## config.mk

```make
export PLATFORM = sky130hd
export DESIGN_NAME = flex_counter
export DESIGN_NICKNAME = d
export VERILOG_FILES = /design/src/rtl/flex_counter_pkg.sv /design/src/rtl/flex_prescaler.sv /design/src/rtl/flex_counter.sv
export SDC_FILE = /design/constraint.sdc
export NUM_CORES = 1
export LEC_CHECK = 0
export CAP_MARGIN = 20
export CORE_MARGIN = 3
export CORE_UTILIZATION = 44
export DETAILED_ROUTE_END_ITERATION = 8
export PLACE_DENSITY = 0.76
export SYNTH_ARGS = -nofsm -noshare
export SYNTH_HDL_FRONTEND = slang
export SYNTH_SLANG_ARGS = --single-unit
```

## constraint.sdc

```tcl
create_clock -name clk -period 3.06 [get_ports clk]
set_clock_uncertainty 0.2 [all_clocks]
set_input_delay 0.459 -clock clk [delete_from_list [all_inputs] [get_ports clk]]
set_output_delay 0.459 -clock clk [all_outputs]
set_load 0.01 [all_outputs]
```

## src/rtl/flex_counter_pkg.sv

```systemverilog
`default_nettype none
// ============================================================================
//  Module      : flex_counter_pkg
//  Description : Shared types and limits for the flex_counter block.
//                Optional feature macro: FLEX_COUNTER_PRESCALE_EN.
//  Revision    : 1.0 - initial release
// ============================================================================
package flex_counter_pkg;

  // Counting mode: continuous wrap or stop-at-terminal one-shot
  typedef enum logic {
    MODE_WRAP    = 1'b0,
    MODE_ONESHOT = 1'b1
  } mode_t;

  // Counter state: stepping allowed, or halted after a one-shot terminal
  typedef enum logic {
    ST_RUN  = 1'b0,
    ST_HALT = 1'b1
  } state_t;

  // Legal parameter ranges
  localparam int unsigned PRESCALE_MIN = 2;
  localparam int unsigned PRESCALE_MAX = 256;
  localparam int unsigned NUM_BITS_MIN = 2;
  localparam int unsigned NUM_BITS_MAX = 32;

endpackage : flex_counter_pkg
`default_nettype wire

```

## src/rtl/flex_prescaler.sv

```systemverilog
`default_nettype none
// ============================================================================
//  Module      : flex_prescaler
//  Description : Divides enabled cycles by PRESCALE. tick is asserted on the
//                enabled cycle where the internal count reaches PRESCALE-1,
//                after which the count returns to 0. The count holds while
//                en is low; clr and rst return it to 0.
//                Used only when FLEX_COUNTER_PRESCALE_EN is defined.
//  Revision    : 1.0 - initial release
// ============================================================================
module flex_prescaler
  import flex_counter_pkg::*;
#(
  parameter int PRESCALE = 4
) (
  input  logic clk,
  input  logic rst,
  input  logic clr,
  input  logic en,
  output logic tick
);

  localparam int CW = $clog2(PRESCALE);
  localparam logic [CW-1:0] C_LAST = CW'(PRESCALE - 1);
  localparam logic [CW-1:0] C_ONE  = CW'(1);

  logic [CW-1:0] cnt_q;
  logic [CW-1:0] cnt_d;
  logic          at_last;

  assign at_last = (cnt_q == C_LAST);
  assign tick    = en && at_last;

  // Next prescale count: clear wins, otherwise advance only on enabled cycles
  always_comb begin
    cnt_d = cnt_q;
    if (clr) begin
      cnt_d = '0;
    end else if (en) begin
      cnt_d = at_last ? '0 : (cnt_q + C_ONE);
    end
  end

  // Prescale count register with synchronous reset
  always_ff @(posedge clk) begin
    if (rst) begin
      cnt_q <= '0;
    end else begin
      cnt_q <= cnt_d;
    end
  end

endmodule : flex_prescaler
`default_nettype wire

```

## src/rtl/flex_counter.sv

```systemverilog
`default_nettype none
// ============================================================================
//  Module      : flex_counter
//  Description : Parametrised up/down counter with programmable terminal
//                value, parallel load, synchronous clear, wrap / one-shot
//                modes and status flags.
//                Optional feature macro: FLEX_COUNTER_PRESCALE_EN
//                (when defined, a step needs PRESCALE enabled cycles).
//  Revision    : 1.0 - initial release
// ============================================================================
module flex_counter
  import flex_counter_pkg::*;
#(
  parameter int NUM_BITS = 4,
  parameter int PRESCALE = 4
) (
  input  logic                clk,
  input  logic                rst,
  input  logic                clear,
  input  logic                count_enable,
  input  logic                up_down,
  input  logic                mode,
  input  logic                load,
  input  logic [NUM_BITS-1:0] load_val,
  input  logic [NUM_BITS-1:0] rollover_val,
  output logic [NUM_BITS-1:0] count,
  output logic                at_max,
  output logic                at_zero,
  output logic                wrap,
  output logic                done
);

  // State encodings
  localparam logic [0:0] S_RUN  = ST_RUN;
  localparam logic [0:0] S_HALT = ST_HALT;

  localparam logic [NUM_BITS-1:0] C_ONE = {{(NUM_BITS-1){1'b0}}, 1'b1};

  // Reject illegal parameterisations at elaboration
  if ((NUM_BITS < NUM_BITS_MIN) || (NUM_BITS > NUM_BITS_MAX) ||
      (PRESCALE < PRESCALE_MIN) || (PRESCALE > PRESCALE_MAX)) begin : g_param_check
    $error("flex_counter: NUM_BITS or PRESCALE out of range");
  end

  logic [NUM_BITS-1:0] count_q;
  logic [NUM_BITS-1:0] count_d;
  logic                wrap_q;
  logic                wrap_d;
  logic                done_q;
  logic                done_d;
  logic [0:0]          state_q;
  logic [0:0]          state_d;

  logic                run_en;
  logic                step;
  logic                terminal;
  logic                oneshot;

  // Enable request qualified by state; HALT ignores count_enable entirely
  assign run_en = count_enable && (state_q == S_RUN);

`ifdef FLEX_COUNTER_PRESCALE_EN
  logic presc_clr;
  logic presc_tick;

  // Load restarts the interval as well as clear
  assign presc_clr = clear || load;

  flex_prescaler #(
    .PRESCALE (PRESCALE)
  ) u_prescaler (
    .clk  (clk),
    .rst  (rst),
    .clr  (presc_clr),
    .en   (run_en),
    .tick (presc_tick)
  );

  assign step = presc_tick;
`else
  assign step = run_en;
`endif

  // Terminal test uses >= when counting up so an over-range load still wraps
  // instead of running on to the natural overflow.
  assign oneshot  = (mode == MODE_ONESHOT);
  assign terminal = up_down ? (count_q >= rollover_val) : (count_q == '0);

  // Next-state logic: clear > load > step; wrap is a single-cycle pulse
  always_comb begin
    count_d = count_q;
    wrap_d  = 1'b0;
    done_d  = done_q;
    state_d = state_q;
    if (clear) begin
      count_d = '0;
      done_d  = 1'b0;
      state_d = S_RUN;
    end else if (load) begin
      count_d = load_val;
      done_d  = 1'b0;
      state_d = S_RUN;
    end else if (step) begin
      if (terminal) begin
        wrap_d = 1'b1;
        if (oneshot) begin
          state_d = S_HALT;
          done_d  = 1'b1;
        end else begin
          count_d = up_down ? '0 : rollover_val;
        end
      end else begin
        count_d = up_down ? (count_q + C_ONE) : (count_q - C_ONE);
      end
    end
  end

  // State and output registers with synchronous reset
  always_ff @(posedge clk) begin
    if (rst) begin
      count_q <= '0;
      wrap_q  <= 1'b0;
      done_q  <= 1'b0;
      state_q <= S_RUN;
    end else begin
      count_q <= count_d;
      wrap_q  <= wrap_d;
      done_q  <= done_d;
      state_q <= state_d;
    end
  end

  assign count   = count_q;
  assign wrap    = wrap_q;
  assign done    = done_q;
  assign at_max  = (count_q == rollover_val);
  assign at_zero = (count_q == '0);

endmodule : flex_counter
`default_nettype wire

```

---- Word-level counts from Yosys, hierarchy flattened ----
Cells that the tools add are included.
operators by class
  add/subtract/negate cells ............... 2
  magnitude comparators ................... 1
  equality and inequality tests ........... 2
  muxes and demuxes ....................... 8
  bitwise logic cells ..................... 2
  reduce and logical (&&, ||, !) cells .... 8
operator list
  cell                                                                number
  4-bit 2-to-1 mux                                                    6
  4-bit by 1-bit adder with 4-bit output, second input constant       1
  4-bit == test                                                       1
  4-bit >= comparator                                                 1
  4-bit logical NOT                                                   1
  4-bit OR reduction                                                  1
  4-bit by 1-bit subtractor with 4-bit output, second input constant  1
  3-bit inequality test, second input constant                        1
  3-bit AND reduction                                                 1
  3-bit OR reduction                                                  1
  1-bit 2-to-1 mux                                                    2
  1-bit inverter                                                      2
  2-bit AND reduction                                                 1
  2-bit nonzero test                                                  1
  2-bit OR reduction                                                  1
  1-bit logical AND                                                   1
word-level totals
  register bits after elaboration ......... 6
  input bits .............................. 15
  output and inout port bits .............. 8

---- Depth between registers and ports, before layout ----
Gate-level depths: netlist of the first run.
  depth after elaboration ................. 5
  depth in mapped cells ................... 8
  gate-level depth less buffers ........... 7

---- Worst setup path before layout of the first run ----
Ideal clock, no wire load.
  kind .................................... register to register
  from .................................... reg count_q[0], in the netlist count[0]
  to ...................................... reg count_q[0], in the netlist count[0]
  library setup time ...................... 0.060 ns
  arrival ................................. 2.018 ns
  data required time ...................... 2.800 ns
  slack ................................... 0.782 ns
  cell stages (with the launch flop) ...... 9
  clock period less this slack ............ 2.278 ns
  path through ............................ dfxtp_1 -> buf_6 -> inv_1 -> ha_1 -> nand2b_4 -> a2111oi_4 -> o21bai_2 -> o41ai_2 -> o221a_1
between the ends
  cells in the longest elaborated chain, start to end .. 5
ends and longest elaborated chain
  item                                                                 RTL line                                 source
  start: declaration                                                   flex_counter.sv:45                       logic [NUM_BITS-1:0] count_q;
  start signal: assignment                                             flex_counter.sv:126                      count_q <= count_d;
  4-bit by 1-bit subtractor with 4-bit output (tied with other cells)  flex_counter.sv:113                      count_d = up_down ? (count_q + C_ONE) : (count_q - C_ONE);
  4-bit 2-to-1 mux / 1-bit 2-to-1 mux (equally long branches)          flex_counter.sv:113, flex_counter.sv:87
  4-bit 2-to-1 mux                                                     flex_counter.sv:104                      if (terminal) begin
  4-bit 2-to-1 mux                                                     flex_counter.sv:103                      end else if (step) begin
  4-bit 2-to-1 mux                                                     flex_counter.sv:99                       end else if (load) begin
Several ways; a longest one is shown, not always the timed one. The select of a mux whose other input is x is not followed.
A chain may end at the register's enable or synchronous reset.

---- Worst setup path after layout of the first run ----
  from .................................... in rollover_val[1]
  to ...................................... out at_max
between the ends
  cells in the longest elaborated chain, start to end .. 1
ends and longest elaborated chain
  item                RTL line             source
  start: declaration  flex_counter.sv:25   input logic [NUM_BITS-1:0] rollover_val,
  4-bit == test       flex_counter.sv:136  assign at_max = (count_q == rollover_val);
  end: declaration    flex_counter.sv:27   output logic at_max,
No other way between the ends.

==> results by group, run 1 <==
Status
  • Status: complete, no violations

Floorplan
  • Core area: 0.00137 mm^2
  • Die area: 0.00201 mm^2
  • # rows: 13
  • Die Y-Extent: 44.9 um
  • Die Wd: 44.9 um
  • IO Count: 23
  • Starting Density: 48.6%

Final layout
  • Area growth, synth to finish: 38.8%
  • Nets: 124
  • Non-Filler Instances: 115
  • Layout cells sized above 1: 14.0%
  • Diode count: 0

Power and ir drop
  • Leakage: 0.391 nW
  • Pwr dens: 315 mW/mm^2
  • Total power: 0.000290 W
  • Peak VDD IR: 0.000212 V

Clocking
  • Max Root-Sink Buffers: 2
  • # resized after CTS: 0
  • Depth of the CTS H-tree: 1
  • CTS Buf Count: 3
  • Clock root cell: clkbuf_4
  • Setup bufs post-CTS: 0
  • Clock latency on the worst-skew pair: 0.25 ns
  • Clock transition at path regs: 0.04 ns
  • Clock Sinks: 6
  • CTS tree: built
  • CTS Hold Buffers Added: 0

Routing
  • Number of DRC markers in iteration 0: 10
  • Final antenna-violating net count: 0
  • Avg WL per Cell: 13.9 um
  • Vias per cell: 5.67
  • Total Routed Length: 1.59 mm
  • Via count: 652
  • Drt first pass iters: 4
  • Detailed-route DRC error count: 0

Hold path
  • Hold Crit Class: reg2reg

Yosys
  • Mapped Cells: 75
  • EDFF count, synth: 0
  • Ys async rst share: 0%
  • Synth warn: 0
  • Netlist cell types: 41
  • Post-synth net total: 97
  • Synthesis-stage register bit count: 6
  • Post-synthesis average cell area: 8.86 um^2
  • Cell area after synthesis: 664 um^2
  • Post-synthesis sequential area ratio: 18.1%
  • Main synth FF type: dfxtp_1

Flow run
  • Max-cap violation count: 0

Global routing
  • Largest net degree at the start of global routing: 10
  • Vias in the first global route: 628
  • Initial antenna violation count: 0
  • Global route overflow: 0
  • GR Util All Layers: 17.8%
  • First-pass GRT wire length: 2.60 mm

STA
  • Period utilization: 87.4%
  • Worst-margin pin slew: 0.459 ns
  • Max Clk Rate: 374 MHz
  • Setup TNS: 0 ns
  • RSZ-0062 raised after global routing: false
  • Fin. Hold Viols: 0
  • Slew Viols, Final: 0
  • Min Tclk post-route: 2.68 ns
  • Final setup vio count: 0
  • Worst hold margin: 0.321 ns
  • Max-Slew Margin vs Limit: 69.2%
  • Setup WS post-layout: 0.384 ns

Worst setup path
  • Flop-to-flop setup slack: 0.85 ns
  • Crit-path max FO: 2
  • CP endpoint kind: output pin
  • Crit path DAT: 2.02 ns
  • Startpoint Class: input pin
  • Crit path kind: in2out
  • WP data required: 2.40 ns

Placed design
  • Placed instance count: 112
  • GPL Wtd Cong: 0.853
  • Final HPWL DP: 1.29 mm
  • Pre-CTS WS: 0.323 ns
  • Buffers on Ports: 22
==> path summary, 6_finish.rpt <==
path | from | endpoint | cells after the start
setup reg to reg | count[3]$_SDFFE_PP0P_ | count[0]$_SDFFE_PP0P_ | 6
hold / removal | state_q$_SDFFE_PP0P_ | state_q$_SDFFE_PP0P_ | 2
hold reg to reg | state_q$_SDFFE_PP0P_ | state_q$_SDFFE_PP0P_ | 2
setup / recovery | rollover_val[1] | at_max | 5
==> per-layer routing <==
metal,up-vias,wire length [um],GRT usage [%]
met5,-,0,0
met4,0,32,12.3
met3,3,83,1.20
met2,23,714,27.5
met1,285,764,23.3
li1,341,-,-
==> report_power, final <==
part           internal, W  leakage, nW  total (W)  switching [W]
combinational    0.0000679        0.329   0.000127      0.0000595
clock            0.0000445       0.0138  0.0000755      0.0000310
sequential       0.0000820       0.0489  0.0000876     0.00000554
==> critical path: stages <==
cell,delay (ns)
clkdlybuf4s50_1,0.47
inv_1,0.04
ha_1,0.32
and4_1,0.19
clkdlybuf4s50_1,0.52
==> synth_stat cells (2+ instances only) <==
master | instances | area share (%)
ha_1 | 6 | 11
dfxtp_1 | 6 | 18
o31ai_1 | 2 | 2.3
nand2_1 | 4 | 2.3
nand3_1 | 2 | 1.5
a31oi_1 | 2 | 1.9
mux2i_1 | 3 | 4.5
a21oi_1 | 5 | 3.8
inv_1 | 7 | 4.0
a32oi_1 | 2 | 2.6
nor2_1 | 6 | 3.4
==> cell families after synthesis <==
family	share of synthesized area (%)
compound gates	30.5
xor+xnor	2.64
fa+ha+maj	14.3
buf+inv	5.65
flops	18.1
mux	6.21
simple gates	22.6
==> metrics by stage <==
| stage | instance area, um^2 | util, % |
|---|---|---|
| floorplan | 664 | - |
| global placement | 900 | 65.8 |
| detailed placement | 900 | 65.8 |
| CTS | 922 | 67.5 |
| global route | 922 | 67.5 |
| finish | 922 | 67.5 |
==> flip-flops by register name (all words and copies together), names as in the netlist <==
register  count
count         4
state_q       1
wrap          1
==> cells in the final DEF, fill, tap and decap left out, types with 2 or more instances in the layout <==
cell             count
a21oi_1              5
inv_1                7
clkdlybuf4s50_1     22
a31oi_1              2
a32oi_1              2
mux2i_1              3
dfxtp_1              6
nand2_1              4
o31ai_1              2
nand3_1              2
clkbuf_4             3
nor2_1               6
ha_1                 6
==> cell type report <==
| type | count | area [um^2] |
|---|---|---|
| multi-input combinational | 61 | 507 |
| fill | 130 | 444 |
| inverter | 7 | 26.3 |
| tap | 15 | 18.8 |
| timing repair buffer | 23 | 228 |
| clock buffer | 3 | 22.5 |
| sequential | 6 | 120 |
(Power assumes the default switching activity.)
==> run 2: changes to the inputs <==
- SETUP_SLACK_MARGIN: unset -> 0.3
==> results of run 2 <==
The final DEF is identical to that of run 1; final timing and power are the same.
==> run 3: changes to the inputs <==
- ABC_AREA: unset -> 1
- CORE_UTILIZATION: 44 -> 43
- PLACE_DENSITY: 0.76 -> 0.75
==> results by group, run 3 <==
Status
  • Status: complete, no violations

Floorplan
  • Die area: 0.00202 mm^2
  • Die Y-Extent: 44.9 um
  • Die Wd: 44.9 um
  • Core area: 0.00137 mm^2
  • Starting Density: 47.6%
  • # rows: 13
  • IO Count: 23

Final layout
  • Filler instances: 141
  • Diode count: 0
  • Nets: 153
  • Non-Filler Instances: 144
  • Area growth, synth to finish: 39.4%
  • Most common cell after layout, fill and taps aside: nand2_1
  • Most frequent cells in the layout: nand2_1 (32), clkdlybuf4s50_1 (21), inv_1 (16), nor2_1 (13), a21oi_1 (7)
  • Layout cells sized above 1: 12.4%
  • Max reg flops: 4

Clocking
  • Clock transition at path regs: 0.04 ns
  • Clock latency on the worst-skew pair: 0.23 ns
  • Max Root-Sink Buffers: 2
  • CTS Buf Count: 3
  • # resized after CTS: 0
  • Clock root cell: clkbuf_4
  • CTS Hold Buffers Added: 0
  • Depth of the CTS H-tree: 1
  • Setup bufs post-CTS: 0
  • Clock Sinks: 6
  • CTS tree: built

STA
  • RSZ-0062 raised after global routing: false
  • Worst hold margin: 0.270 ns
  • Max-Slew Margin vs Limit: 76.1%
  • Min Tclk post-route: 2.32 ns
  • Fin. Hold Viols: 0
  • Final setup vio count: 0
  • Setup WS post-layout: 0.740 ns
  • Max Clk Rate: 431 MHz
  • Worst-margin pin slew: 0.357 ns
  • Period utilization: 75.8%
  • Setup TNS: 0 ns
  • Slew Viols, Final: 0

Yosys
  • Synth warn: 0
  • Post-synth net total: 127
  • EDFF count, synth: 0
  • Main synth FF type: dfxtp_1
  • Synthesis-stage register bit count: 6
  • Mapped Cells: 105
  • Area leader, netlist: dfxtp_1
  • Post-synthesis average cell area: 6.20 um^2
  • Synth cell count leaders: nand2_1 (32), inv_1 (16), nor2_1 (13), a21oi_1 (7)
  • Top-area cell type share of the netlist area: 18.5%
  • Ys async rst share: 0%
  • Cell area after synthesis: 651 um^2
  • Top cells by area, synth: dfxtp_1 (18%), nand2_1 (18%), ha_1 (12%)
  • Most common cell in the netlist: nand2_1
  • Netlist cell types: 21
  • Post-synthesis sequential area ratio: 18.5%

Worst setup path
  • R2r endpoint: count[1]$_SDFFE_PP0P_
  • CP endpoint kind: output pin
  • Crit path kind: in2out
  • Delay of the slowest cell on the worst path: 0.49 ns
  • Slowest CP cell: clkdlybuf4s50_1
  • Crit path DAT: 1.66 ns
  • Startpoint Class: input pin
  • Flop-to-flop setup slack: 0.99 ns
  • Crit-path max FO: 2
  • Worst r2r src: count[0]$_SDFFE_PP0P_
  • R2r worst-path depth: 12
  • Crit-path cells: clkdlybuf4s50_1 > inv_1 > ha_1 > nand2_1 > nor2_4 > dlymetal6s2s_1
  • WP data required: 2.40 ns

Routing
  • Total Routed Length: 1.43 mm
  • Avg WL per Cell: 9.92 um
  • Vias per cell: 4.71
  • Number of DRC markers in iteration 0: 10
  • Drt first pass iters: 4
  • Via count: 678
  • Final antenna-violating net count: 0
  • Detailed-route DRC error count: 0

Global routing
  • First-pass GRT wire length: 2.43 mm
  • Vias in the first global route: 642
  • Initial antenna violation count: 0
  • GR peak layer: met2
  • GR Layer Usage met1: 19.4%
  • Largest net degree at the start of global routing: 10
  • Global route overflow: 0
  • GR Util All Layers: 16.0%
  • Grt met3 use: 1.20%
  • Met2 usage: 29.5%

Placed design
  • Final HPWL DP: 1.26 mm
  • Placed instance count: 141
  • Pre-CTS WS: 0.356 ns
  • Buffers on Ports: 22
  • GPL Wtd Cong: 0.787

Hold path
  • Hold depth: 2
  • Hold worst-path end: state_q$_SDFFE_PP0P_
  • Hold Crit Class: reg2reg
  • Hold Crit Start: state_q$_SDFFE_PP0P_

Power and ir drop
  • Peak VDD IR: 0.000198 V
  • Total power: 0.000289 W
  • Pwr dens: 319 mW/mm^2
  • Leakage: 0.469 nW

Flow run
  • Max-cap violation count: 0
-- run 3: layer usage --
metal,routed length [um],vias up
li1,-,368
met1,631,294
met2,729,16
met3,67,0
met4,0,0
met5,0,-
-- run 3: logic make-up after synthesis --
| family | synth area share [%] |
|---|---|
| and+or+nand+nor | 44.0 |
| buffers and inverters | 12.1 |
| AOI/OAI and AO/OA | 9.42 |
| adders and majority gates | 14.6 |
| DFF | 18.5 |
| xor gates and xnor gates | 1.35 |
-- run 3: through the flow --
| step | util (%) | cell area (um^2) |
|---|---|---|
| floorplan | - | 651 |
| global placement | 64.6 | 882 |
| detailed placement | 64.6 | 882 |
| CTS | 66.2 | 905 |
| global route | 66.4 | 907 |
| finish | 66.4 | 907 |
-- run 3: area by class of cell --
class / count / area, um^2 / share of cell area, %
clock buffer: 3 / 22.5 / 2.48
inverter: 19 / 71.3 / 7.86
multi-input combinational: 79 / 452 / 49.8
sequential: 6 / 120 / 13.2
tap: 15 / 18.8 / 2.07
timing repair buffer: 22 / 223 / 24.6
-- run 3: where the power goes --
group	leakage (nW)	switching, W	internal (W)	total, W
logic	0.406	0.0000685	0.0000627	0.000131
clock network	0.0138	0.0000244	0.0000441	0.0000685
registers	0.0490	0.00000675	0.0000828	0.0000896
-- run 3: how the worst max path moves through the flow --
stage	from	to	slack [ns]	cells past startpoint
finish	rollover_val[1]	at_max	0.74	6
global route	rollover_val[1]	count[1]$_SDFFE_PP0P_	0.66	13
CTS	rollover_val[1]	at_max	0.35	6
detailed placement	rollover_val[1]	at_max	0.36	6
global placement	rollover_val[1]	at_max	0.41	6
floorplan	count[0]$_SDFFE_PP0P_	count[1]$_SDFFE_PP0P_	1.16	12
-- run 3: critical path: cells and delay by family --
| family | cells | cell delay, ns |
|---|---|---|
| buffers and inverters | 3 | 0.70 |
| adder cells (fa/ha/maj) | 1 | 0.29 |
| AND/OR/NAND/NOR | 2 | 0.21 |
